`config.mk`:
```
export PLATFORM = sky130hd
export DESIGN_NAME = dfdd_frame_sequencer
export DESIGN_NICKNAME = d
export VERILOG_FILES = /design/src/rtl/dfdd_frame_sequencer.sv
export SDC_FILE = /design/constraint.sdc
export NUM_CORES = 1
export LEC_CHECK = 0
export BUFFER_PORTS_ARGS = -buffer_cell sky130_fd_sc_hd__buf_2
export CELL_PAD_IN_SITES_DETAIL_PLACEMENT = 0
export CELL_PAD_IN_SITES_GLOBAL_PLACEMENT = 1
export CORE_MARGIN = 3
export CORE_UTILIZATION = 40
export CTS_CLUSTER_DIAMETER = 50
export CTS_CLUSTER_SIZE = 25
export DETAILED_ROUTE_END_ITERATION = 10
export PLACE_DENSITY = 0.8
export SLEW_MARGIN = 5
export SYNTH_ARGS = -nofsm -noshare
export SYNTH_HDL_FRONTEND = slang
export SYNTH_SLANG_ARGS = --single-unit
```
`constraint.sdc`:
```
create_clock -name clk_i -period 4.4 [get_ports clk_i]
set_input_delay 0 -clock clk_i [delete_from_list [all_inputs] [get_ports clk_i]]
set_output_delay 0 -clock clk_i [all_outputs]
set_load 0.1 [all_outputs]
```
`src/rtl/dfdd_frame_sequencer.sv`:
```
// DFDD front-end frame sequencer: raster pixel streaming with line blanking,
// double-buffered pipeline coefficients and result-count based frame drain.
module dfdd_frame_sequencer #(
  parameter int IMAGE_WIDTH   = 640,
  parameter int IMAGE_HEIGHT  = 480,
  parameter int FP_WIDTH_REG  = 16,
  parameter int LINE_GAP      = 4,
  parameter int DRAIN_TIMEOUT = 65535
) (
  input  logic                                   clk_i,
  input  logic                                   rst_i,
  input  logic                                   cfg_we_i,
  input  logic [3:0]                             cfg_addr_i,
  input  logic [15:0]                            cfg_wdata_i,
  input  logic                                   start_i,
  input  logic [7:0]                             pix_plus_i,
  input  logic [7:0]                             pix_minus_i,
  input  logic                                   pix_valid_i,
  output logic                                   pix_ready_o,
  output logic [7:0]                             i_rho_plus_o,
  output logic [7:0]                             i_rho_minus_o,
  output logic [15:0]                            col_o,
  output logic [15:0]                            row_o,
  output logic                                   valid_o,
  input  logic                                   res_valid_i,
  output logic [1:0][2:0][FP_WIDTH_REG-1:0]      w_o,
  output logic [FP_WIDTH_REG-1:0]                w_t_o,
  output logic [1:0][FP_WIDTH_REG-1:0]           a_o,
  output logic [1:0][FP_WIDTH_REG-1:0]           b_o,
  output logic                                   busy_o,
  output logic                                   frame_done_o,
  output logic                                   timeout_o,
  output logic [15:0]                            frame_cnt_o
);

  localparam int TGT = IMAGE_WIDTH * IMAGE_HEIGHT;
  localparam int RW  = $clog2(TGT + 1);

  localparam logic [RW-1:0] TGT_R      = RW'(TGT);
  localparam logic [15:0]   COL_LAST   = 16'(IMAGE_WIDTH - 1);
  localparam logic [15:0]   ROW_LAST   = 16'(IMAGE_HEIGHT - 1);
  localparam logic [15:0]   GAP_LAST   = 16'(LINE_GAP - 1);
  localparam logic [31:0]   DRAIN_LAST = 32'(DRAIN_TIMEOUT - 1);

  typedef enum logic [1:0] {
    IDLE,
    STREAM,
    GAP,
    DRAIN
  } state_t;

  state_t state;

  logic [1:0][2:0][FP_WIDTH_REG-1:0] sh_w;
  logic [FP_WIDTH_REG-1:0]           sh_wt;
  logic [1:0][FP_WIDTH_REG-1:0]      sh_a;
  logic [1:0][FP_WIDTH_REG-1:0]      sh_b;
  logic                              commit_pending;

  logic [15:0]   col_cnt;
  logic [15:0]   row_cnt;
  logic [15:0]   gap_cnt;
  logic [31:0]   drain_cnt;
  logic [RW-1:0] res_cnt;

  logic                    accept;
  logic                    commit_wr;
  logic                    start_ok;
  logic                    res_en;
  logic [RW-1:0]           res_nxt;
  logic                    col_end;
  logic                    row_end;
  logic [FP_WIDTH_REG-1:0] cfg_val;

  assign cfg_val   = FP_WIDTH_REG'(cfg_wdata_i);
  assign accept    = (state == STREAM) && pix_ready_o && pix_valid_i;
  assign commit_wr = cfg_we_i && (cfg_addr_i == 4'd15);
  assign start_ok  = (state == IDLE) && start_i;
  assign res_en    = res_valid_i && (state != IDLE);
  assign col_end   = (col_cnt == COL_LAST);
  assign row_end   = (row_cnt == ROW_LAST);

  always_comb begin
    res_nxt = res_cnt;
    if (res_en && (res_cnt != TGT_R))
      res_nxt = res_cnt + 1'b1;
  end

  // Shadow bank: written at any time, only copied to the outputs at start.
  always_ff @(posedge clk_i) begin
    if (!rst_i) begin
      sh_w  <= '0;
      sh_wt <= '0;
      sh_a  <= '0;
      sh_b  <= '0;
    end else if (cfg_we_i) begin
      case (cfg_addr_i)
        4'd0:    sh_w[0][0] <= cfg_val;
        4'd1:    sh_w[0][1] <= cfg_val;
        4'd2:    sh_w[0][2] <= cfg_val;
        4'd3:    sh_w[1][0] <= cfg_val;
        4'd4:    sh_w[1][1] <= cfg_val;
        4'd5:    sh_w[1][2] <= cfg_val;
        4'd6:    sh_wt      <= cfg_val;
        4'd7:    sh_a[0]    <= cfg_val;
        4'd8:    sh_a[1]    <= cfg_val;
        4'd9:    sh_b[0]    <= cfg_val;
        4'd10:   sh_b[1]    <= cfg_val;
        default: ;
      endcase
    end
  end

  always_ff @(posedge clk_i) begin
    if (!rst_i) begin
      state          <= IDLE;
      commit_pending <= 1'b0;
      w_o            <= '0;
      w_t_o          <= '0;
      a_o            <= '0;
      b_o            <= '0;
      pix_ready_o    <= 1'b0;
      i_rho_plus_o   <= '0;
      i_rho_minus_o  <= '0;
      col_o          <= '0;
      row_o          <= '0;
      valid_o        <= 1'b0;
      busy_o         <= 1'b0;
      frame_done_o   <= 1'b0;
      timeout_o      <= 1'b0;
      frame_cnt_o    <= '0;
      col_cnt        <= '0;
      row_cnt        <= '0;
      gap_cnt        <= '0;
      drain_cnt      <= '0;
      res_cnt        <= '0;
    end else begin
      valid_o      <= 1'b0;
      frame_done_o <= 1'b0;
      timeout_o    <= 1'b0;
      res_cnt      <= res_nxt;

      // A commit written on the start cycle waits for the next frame.
      if (start_ok) begin
        if (commit_pending) begin
          w_o   <= sh_w;
          w_t_o <= sh_wt;
          a_o   <= sh_a;
          b_o   <= sh_b;
        end
        commit_pending <= commit_wr;
      end else if (commit_wr) begin
        commit_pending <= 1'b1;
      end

      if (accept) begin
        i_rho_plus_o  <= pix_plus_i;
        i_rho_minus_o <= pix_minus_i;
        col_o         <= col_cnt;
        row_o         <= row_cnt;
        valid_o       <= 1'b1;
      end

      unique case (state)
        IDLE: begin
          if (start_i) begin
            state       <= STREAM;
            pix_ready_o <= 1'b1;
            busy_o      <= 1'b1;
            col_cnt     <= '0;
            row_cnt     <= '0;
            res_cnt     <= '0;
          end
        end
        STREAM: begin
          if (accept) begin
            if (col_end) begin
              col_cnt <= '0;
              if (row_end) begin
                row_cnt     <= '0;
                state       <= DRAIN;
                pix_ready_o <= 1'b0;
                drain_cnt   <= '0;
              end else begin
                row_cnt <= row_cnt + 1'b1;
                if (LINE_GAP > 0) begin
                  state       <= GAP;
                  pix_ready_o <= 1'b0;
                  gap_cnt     <= '0;
                end
              end
            end else begin
              col_cnt <= col_cnt + 1'b1;
            end
          end
        end
        GAP: begin
          if (gap_cnt == GAP_LAST) begin
            state       <= STREAM;
            pix_ready_o <= 1'b1;
          end else begin
            gap_cnt <= gap_cnt + 1'b1;
          end
        end
        DRAIN: begin
          drain_cnt <= drain_cnt + 1'b1;
          if (res_nxt == TGT_R) begin
            frame_done_o <= 1'b1;
            state        <= IDLE;
            busy_o       <= 1'b0;
            frame_cnt_o  <= frame_cnt_o + 1'b1;
          end else if (drain_cnt == DRAIN_LAST) begin
            timeout_o   <= 1'b1;
            state       <= IDLE;
            busy_o      <= 1'b0;
            frame_cnt_o <= frame_cnt_o + 1'b1;
          end
        end
        default: state <= IDLE;
      endcase
    end
  end

endmodule

```
==> results.toml <==
[run_status]
status = "complete, no violations"

[clocking]
clockBufferDepth = 3
cts_root_buf = "clkbuf_16"
ctsResizeCount = 0
cts-hold-fix-buffers = 41
post-cts-setup-buffers = 0
cts_buffers = 51
clkTransAtPathRegs_ns = 0.08
cts.sink_count = 523
cts_tree = "built"
clkLatencyLatePin_ns = 0.59
htreeDepth = 2

[timing]
relSlewSlack_pct = 14.6
finClkSkew_ns = 0.0248
finalHoldViolCount = 0
timing.final.crit_period_ns = 3.62
tightest_slew_ns = 1.28
rsz0062_at_grt = "false"
slew_viol_final = 0
period_share_pct = 82.4
fin_hold_ws_ns = 0.116
setup_violations = 0
max_freq_ghz = 0.276
fin_setup_tns_ns = 0

[synthesis]
ys_seq_area_share_pct = 52.9
ys_types = 61
synth-async-reset-ratio_pct = 0
synth_edf_count = 0
synth.avg_cell_area_um2 = 7.86
yosysMostFrequentCell = "nand2_1"
ys_warn_count = 0
synth_seq_cells = 523
syn_inst = 2519
synth_nets = 2569
synthTopCellsByArea = "dfxtp_1, nand2_1, a21oi_1"
synth_area_leader_cell = "dfxtp_1"
synthFlopType = "dfxtp_1"
synth_area_um2 = 19800
synth.top_cell.area_share_pct = 52.9
synth_common_cells = "nand2_1, dfxtp_1, a21oi_1"

[finish]
syn_to_final_growth_pct = 20.0
drive_above_1_share_pct = 14.9
diodes = 0
nets = 2803

[die]
die_x_um = 228
design.die.area_um2 = 52200
die_h_um = 228
rows = 80
core_area_um2 = 48300
io_pins = 287
initial_utilization_pct = 41.0

[route]
wl_per_cell_um = 16.9
wl_met3_mm = 3.55
wirelength_mm = 58.1
routed-wl-met2_mm = 27.1
met1_length_mm = 25.6
drt_iter0_markers = 1341
dr.pass1.iters = 6
drcViolationCount = 0
top_layer = "met4"
viasPerCell = 5.10
num_vias = 17600
antenna_left = 0

[hold_path]
hp-class = "primary input to flip-flop"

[setup_path]
crit_type = "flip-flop to flip-flop"
critical_path_required_ns = 4.90
cp_data_arrival_time_ns = 4.13
setup.worst_path.end_class = "flip-flop"
critPathMaxFanout = 13
cp-start-kind = "flip-flop"

[global_route]
grt.overflow.total = 0
grt_pass1_vias = 16300
grt_pass1_wl_mm = 90.3
antenna_found_initial = 0
grt_max_degree = 193
grtUsageTotal_pct = 21.2

[run]
drv_cap = 0

[placed_design]
dp_hpwl_mm = 36.6
place_congestion = 0.828
portBuffers = 286

[power]
p_leak_nw = 8.81
power-per-cell-area_nw_per_um2 = 406
ir_drop_uv = 277
power.total_w = 0.00965
-- placed cells by master, fill, tap and decap left out, types with 37 or more instances in the layout --
cell type and count:
nand2_1 876, dlygate4sd3_1 41, clkbuf_16 53, dfxtp_1 523, xnor2_1 37, buf_2 286, nor2_1 134, nand3_1 44
a21oi_1 428, xor2_1 46
-- final timing paths --
path / to / start / slack, ns / cells after the start
max: frame_cnt_o[15] / res_cnt[3] / 0.78 / 8
min: sh_a[25] / cfg_we_i / 0.12 / 6
max reg2reg: frame_cnt_o[15] / res_cnt[3] / 0.78 / 8
min reg2reg: w_o[62] / w_o[62] / 0.45 / 2
-- registers in the layout (all words and copies together) (netlist names), 19 cells and up --
name       cells
res_cnt       19
sh_w          96
a_o           32
w_o           96
sh_a          32
drain_cnt     32
sh_b          32
b_o           32
-- cell type report --
type                    count  area (um2)
clock buffers              63        1410
multi-input cells        1806        8600
clock inverters            30         329
flip-flops and latches    523       10500
repair buffers            346        2030
fillers                  4769       24600
well taps                 656         821
inverters                  25         101
-- logic make-up (layout without fill, tap and decap cells) --
family,Yosys count,count (layout),synth area share [%]
AOI/OAI and AO/OA,487,487,12.8
DFF,523,523,52.9
adders and majority gates,8,8,0.506
muxes,10,10,0.512
and+or+nand+nor,1218,1218,25.8
xor gates and xnor gates,83,83,3.67
buffers and inverters,190,464,3.83
-- critical path, cell delays in order (launching register included) --
cell and delay [ns]:
dfxtp_1 0.50, nand4_1 0.22, or4_1 0.65, nor2_2 0.18, mux2_2 0.37, or4b_4 0.54
a2111o_1 0.57, or3_1 0.39, a21oi_1 0.14
-- power by group --
group	switching, W	internal (W)
logic	0.000273	0.0000816
registers	0.0000157	0.00476
clock network	0.00207	0.00245
total	0.00236	0.00729
-- per-layer routing --
metal  up-vias  track usage, %
li1       8751               -
met1      8289            27.1
met2       443            35.7
met3        96            4.82
met4         0            6.77
met5         -               0
-- metrics by stage --
stage               std cells  utilization, %  instance area (um2)  setup WS [ns]
global route             3449            49.2                23800          0.539
floorplan                2519               -                19800           1.08
global placement         3315            44.7                21600          0.849
CTS                      3449            49.2                23800          0.774
detailed placement       3315            44.7                21600          0.785
finish                   3449            49.2                23800          0.776
Note: power is estimated with default switching activity, not from simulation.
